<file path="config.mk">
export PLATFORM = sky130hd
export DESIGN_NAME = tinyalu_arbiter
export DESIGN_NICKNAME = d
export VERILOG_FILES = /design/src/rtl/tinyalu_pkg.sv /design/src/rtl/rr_arb2.sv /design/src/rtl/tinyalu_arbiter.sv
export SDC_FILE = /design/constraint.sdc
export NUM_CORES = 1
export LEC_CHECK = 0
export BUFFER_PORTS_ARGS = -buffer_cell sky130_fd_sc_hd__buf_4
export CAP_MARGIN = 5
export CORE_MARGIN = 5
export CORE_UTILIZATION = 45
export CTS_BUF_LIST = sky130_fd_sc_hd__clkbuf_2 sky130_fd_sc_hd__clkbuf_4 sky130_fd_sc_hd__clkbuf_8
export CTS_CLUSTER_DIAMETER = 150
export DETAILED_ROUTE_END_ITERATION = 7
export PLACE_DENSITY = 0.77
export SLEW_MARGIN = 0
export SYNTH_ARGS = -nofsm -noshare
export SYNTH_HDL_FRONTEND = slang
export SYNTH_HIERARCHICAL = 1
export SYNTH_SLANG_ARGS = --single-unit
</file>
<file path="constraint.sdc">
create_clock -name clk -period 3.4 [get_ports clk]
set_input_delay 0.51 -clock clk [delete_from_list [all_inputs] [get_ports clk]]
set_output_delay 0.51 -clock clk [all_outputs]
set_load 0.005 [all_outputs]
</file>
<file path="src/rtl/tinyalu_pkg.sv">
// Shared opcode and arbiter-state types for the tinyalu arbiter slice.
// Opcode classification helpers used by the arbiter FSM.
package tinyalu_pkg;

    typedef enum logic [2:0] {
        OP_NOP = 3'd0,
        OP_ADD = 3'd1,
        OP_AND = 3'd2,
        OP_XOR = 3'd3,
        OP_MUL = 3'd4
    } op_e;

    typedef enum logic [1:0] {
        IDLE  = 2'd0,
        ISSUE = 2'd1,
        GAP   = 2'd2
    } arb_state_e;

    function automatic logic is_legal_op(input logic [2:0] op);
        return op <= OP_MUL;
    endfunction

    // NOP is legal but never touches the ALU.
    function automatic logic uses_alu(input logic [2:0] op);
        return (op != OP_NOP) && is_legal_op(op);
    endfunction

endpackage

</file>
<file path="src/rtl/rr_arb2.sv">
// Two-way round-robin grant, combinational from req_valid; zero latency.
// last_grant only moves on accept, so a stalled winner keeps its priority.
module rr_arb2 (
    input  logic       clk,
    input  logic       reset_n,
    input  logic [1:0] req_valid,
    input  logic       accept,
    output logic [1:0] grant
);

    logic last_grant;

    always_comb begin
        grant = req_valid;
        if (req_valid == 2'b11) begin
            grant = last_grant ? 2'b01 : 2'b10;
        end
    end

    always_ff @(posedge clk or negedge reset_n) begin
        if (!reset_n) begin
            last_grant <= 1'b1;
        end else if (accept) begin
            last_grant <= grant[1];
        end
    end

endmodule

</file>
<file path="src/rtl/tinyalu_arbiter.sv">
// Shares one tinyalu between two requesters; ALU ops answer one cycle after done, NOP/illegal next cycle.
// Backpressure: reqN_ready only in IDLE, one command outstanding; a watchdog aborts a hung ALU.
module tinyalu_arbiter
    import tinyalu_pkg::*;
#(
    parameter int TIMEOUT_CYCLES = 15
) (
    input  logic        clk,
    input  logic        reset_n,
    input  logic        req0_valid,
    output logic        req0_ready,
    input  logic [7:0]  req0_a,
    input  logic [7:0]  req0_b,
    input  logic [2:0]  req0_op,
    input  logic        req1_valid,
    output logic        req1_ready,
    input  logic [7:0]  req1_a,
    input  logic [7:0]  req1_b,
    input  logic [2:0]  req1_op,
    output logic        rsp0_valid,
    output logic        rsp1_valid,
    output logic [15:0] rsp_result,
    output logic        rsp_err,
    output logic [7:0]  alu_a,
    output logic [7:0]  alu_b,
    output logic [2:0]  alu_op,
    output logic        alu_start,
    input  logic        alu_done,
    input  logic [15:0] alu_result
);

    localparam int CNT_W = $clog2(TIMEOUT_CYCLES + 1);

    arb_state_e       state_q, state_d;
    logic [CNT_W-1:0] wd_q, wd_d;
    logic             owner_q, owner_d;
    logic [7:0]       a_d, b_d;
    logic [2:0]       op_d;
    logic             start_d;
    logic             rsp0_d, rsp1_d, err_d;
    logic [15:0]      res_d;

    logic [1:0]       grant;
    logic             accept;
    logic [7:0]       sel_a, sel_b;
    logic [2:0]       sel_op;
    logic             timeout;

    rr_arb2 u_rr_arb2 (
        .clk       (clk),
        .reset_n   (reset_n),
        .req_valid ({req1_valid, req0_valid} & {2{state_q == IDLE}}),
        .accept    (accept),
        .grant     (grant)
    );

    assign req0_ready = grant[0];
    assign req1_ready = grant[1];
    assign accept     = |grant;
    assign sel_a      = grant[1] ? req1_a  : req0_a;
    assign sel_b      = grant[1] ? req1_b  : req0_b;
    assign sel_op     = grant[1] ? req1_op : req0_op;
    // wd_q counts completed ISSUE cycles, so this is the TIMEOUT_CYCLES-th cycle of alu_start.
    assign timeout    = (wd_q == CNT_W'(TIMEOUT_CYCLES - 1));

    always_comb begin
        state_d = state_q;
        wd_d    = wd_q;
        owner_d = owner_q;
        a_d     = alu_a;
        b_d     = alu_b;
        op_d    = alu_op;
        start_d = alu_start;
        rsp0_d  = 1'b0;
        rsp1_d  = 1'b0;
        res_d   = rsp_result;
        err_d   = rsp_err;
        case (state_q)
            IDLE: begin
                if (accept) begin
                    owner_d = grant[1];
                    if (uses_alu(sel_op)) begin
                        a_d     = sel_a;
                        b_d     = sel_b;
                        op_d    = sel_op;
                        start_d = 1'b1;
                        wd_d    = '0;
                        state_d = ISSUE;
                    end else begin
                        rsp0_d = grant[0];
                        rsp1_d = grant[1];
                        res_d  = '0;
                        err_d  = !is_legal_op(sel_op);
                    end
                end
            end
            ISSUE: begin
                wd_d = wd_q + 1'b1;
                if (alu_done) begin
                    rsp0_d  = !owner_q;
                    rsp1_d  = owner_q;
                    res_d   = alu_result;
                    err_d   = 1'b0;
                    start_d = 1'b0;
                    state_d = GAP;
                end else if (timeout) begin
                    rsp0_d  = !owner_q;
                    rsp1_d  = owner_q;
                    res_d   = '0;
                    err_d   = 1'b1;
                    start_d = 1'b0;
                    state_d = GAP;
                end
            end
            GAP: begin
                // The single-cycle unit echoes done once here; it is deliberately ignored.
                a_d     = '0;
                b_d     = '0;
                op_d    = '0;
                state_d = IDLE;
            end
            default: state_d = IDLE;
        endcase
    end

    always_ff @(posedge clk or negedge reset_n) begin
        if (!reset_n) begin
            state_q    <= IDLE;
            wd_q       <= '0;
            owner_q    <= 1'b0;
            alu_a      <= '0;
            alu_b      <= '0;
            alu_op     <= '0;
            alu_start  <= 1'b0;
            rsp0_valid <= 1'b0;
            rsp1_valid <= 1'b0;
            rsp_result <= '0;
            rsp_err    <= 1'b0;
        end else begin
            state_q    <= state_d;
            wd_q       <= wd_d;
            owner_q    <= owner_d;
            alu_a      <= a_d;
            alu_b      <= b_d;
            alu_op     <= op_d;
            alu_start  <= start_d;
            rsp0_valid <= rsp0_d;
            rsp1_valid <= rsp1_d;
            rsp_result <= res_d;
            rsp_err    <= err_d;
        end
    end

endmodule

</file>
==> reports/results.ini <==
[critical_path]
arrival_ns = 3.06
cp.required_ns = 3.58
cp_slowest_cell = a221o_1
slowest_delay_ns = 0.58
end_kind = register
startpoint_type = register
crit_start = state_q[1]
crit_path_max_fanout = 17
r2r_start = state_q[1]
path_cells = nor2_1 > and2_1 > a21boi_4 > buf_4 > nor3_1 > a21oi_1 > ha_1 > o21bai_2 > a221o_1 > a22o_1
crit_type = register to register

[grt]
grt_antenna_before_repair = 0
use_met1_pct = 21.13
met2_usage_pct = 30.71
grt-busiest-layer = met2
grt_max_degree = 48
grt_pass1_wl_um = 8990
globalRouteMet3Util_pct = 4.545
grt_usage_pct = 17.52
grt_pass1_vias = 1962
gr-total-overflow = 0

[layout]
syn_to_final_growth_pct = 38.39
fin_util_pct = 63.11
drive_gt1_share_pct = 43.20
diodes = 0
multi_input_area_um2 = 985.9
fin_nets = 355
final_cells = 364
seq_area_um2 = 1177
nFillCells = 446

[placed_design]
io_buffers = 99
dp.cells = 356
globalplace.congestion = 0.8289
dp_hpwl_um = 4229

[floorplan]
fp.dieW_um = 81.26
rows = 26
die_h_um = 81.26
core_area_um2 = 5010
start_util_pct = 45.60
ios = 100
die_area_um2 = 6602

[routing]
initialDrtViolationCount = 63
totalWireLength_um = 5601
avgRoutedWirePerCell_um = 15.39
antenna_left = 0
via_per_inst = 5.261
route.detailed.drc = 0
vias = 1915
first_pass_iters = 4

[synth]
synth_area_leaders = dfrtp_1 (50%), mux2i_1 (8.3%), a22o_1 (6.9%)
seq_area_frac_synth_pct = 51.53
netlist_area_um2 = 2285
synth.distinct_cells = 41
synth-edff-count = 0
yosys.area.top_type = dfrtp_1
yosysWarningCount = 6
synth_cells = 197
syn_avg_cell_area_um2 = 11.60
synth_seq_cells = 47
synth_nets = 259
synth_top_area_share_pct = 50.38
async_flop_share_pct = 100.0
synthFlopType = dfrtp_1

[sta]
min_period_over_period_pct = 84.76
slew_viol_final = 0
tns_ns = 0
worst_slew_margin_rel_pct = 45.10
timing.final.hold_violations = 0
finalSetupViolCount = 0
worstMarginPinSlew_ns = 0.8180
fin_worst_skew_ns = 0.009470
period_needed_ns = 2.882
max_freq_ghz = 0.3470
fin_hold_ws_ns = 0.2137
rsz0062_at_grt = no

[run_status]
outcome = complete, no violations

[clock_network]
clkSinkCount = 47
clk_path_buf_depth = 2
cts.htree.levels = 2
cts_made_buffers = 5
cts_resized = 0
post_cts_buffers = 0
clk_latency_ns = 0.29
cts_tree = done
path_clk_slew_ns = 0.08
cts_hold_buf = 0
cts_root_buf = clkbuf_8

[power]
ir_drop_mv = 0.3679
leakage_nw = 1.678
total_power_mw = 2.536
p_per_area_nw_per_um2 = 802.2

[worst_hold_path]
min_path_type = input port to asynchronous set/reset pin

[run]
drv_cap = 0

placed cells by master, fill, tap and decap left out, drive strengths merged, types with 4 or more instances in the layout:
master  instances
a21o           18
mux2i          19
nor2            7
o21ai           5
clkbuf          7
dfrtp          46
nor4           17
a22o           18
a21oi           4
inv             7
and2            4
buf           106
report_power, final:
part | leakage (nW) | total [mW] | switching (mW) | internal (mW)
registers | 0.606 | 0.953 | 0.145 | 0.808
clock network | 0.0491 | 0.332 | 0.172 | 0.160
logic | 1.02 | 1.25 | 0.573 | 0.678
registers in the layout, summed over array words and instances, names as in the netlist:
| register | count |
|---|---|
| state_q | 2 |
| alu_b | 8 |
| rsp_result | 16 |
| alu_a | 8 |
| wd_q | 4 |
| alu_start | 1 |
| rsp_err | 1 |
| rsp1_valid | 1 |
| u_rr_arb2/last_grant | 1 |
| rsp0_valid | 1 |
| owner_q | 1 |
| alu_op | 3 |
synth_stat cells (2+ instances only):
| cell | count |
|---|---|
| buf_2 | 6 |
| o21ai_0 | 4 |
| mux2i_1 | 19 |
| clkbuf_1 | 5 |
| or2_2 | 2 |
| a31oi_1 | 2 |
| buf_6 | 3 |
| nor2_1 | 7 |
| dfrtp_1 | 46 |
| ha_1 | 3 |
| nor4_1 | 17 |
| nand2_1 | 2 |
| nor3b_1 | 3 |
| mux2_2 | 2 |
| a211oi_1 | 3 |
| a22o_1 | 18 |
| buf_4 | 2 |
| inv_1 | 6 |
| a21oi_1 | 4 |
| a21o_1 | 18 |
| and2_1 | 4 |
| nand3_1 | 2 |
layer usage:
layer	wire length (um)	share of wire (%)	vias to the layer above
met4	56	1.0	0
li1	-	-	926
met5	0	0	-
met2	2726	49	71
met1	2392	43	911
met3	425	7.6	7
metrics by stage:
step	setup slack (ns)	cell area [um2]
after floorplan	0.2795	2285
after CTS	0.4840	3162
after global routing	0.3397	3162
final	0.5180	3162
after detailed placement	0.4659	3073
after global placement	0.5181	3073
critical path: cells and delay by family, from the launching register on:
family | cells | cell delay, ns
adder cells (fa/ha/maj) | 1 | 0.29
AO/OA/AOI/OAI | 5 | 1.42
AND/OR/NAND/NOR | 3 | 0.41
buffers and inverters | 1 | 0.26
flip-flops | 1 | 0.39
logic make-up (layout without fill, tap and decap cells):
logic type	count (synthesis)	after routing	synth area share, %
multiplexers	22	22	9.967
flip-flops	47	47	51.53
adder cells (fa/ha/maj)	3	3	1.643
buffers and inverters	24	121	5.640
AO/OA/AOI/OAI	61	61	21.25
AND/OR/NAND/NOR	40	40	9.967
worst paths after layout:
path                       slack (ns)  cells past startpoint        endpoint
setup reg to reg                 0.52                     10   rsp_result[2]
max in group asynchronous        2.78                      1        alu_b[7]
min in group clk                 0.44                      2  rsp_result[11]
setup / recovery                 0.52                     10   rsp_result[2]
hold / removal                   0.21                      1   rsp_result[9]
hold reg to reg                  0.48                      1        alu_b[2]
cell type report:
cell class,count,share of cell area [%]
clock buffer,7,2.651
clock inverter,1,0.1583
inverter,7,0.8310
multi-input combinational,126,31.18
sequential,47,37.24
tap,70,2.770
timing repair buffer,106,25.17
Note: power is estimated with default switching activity, not from simulation.
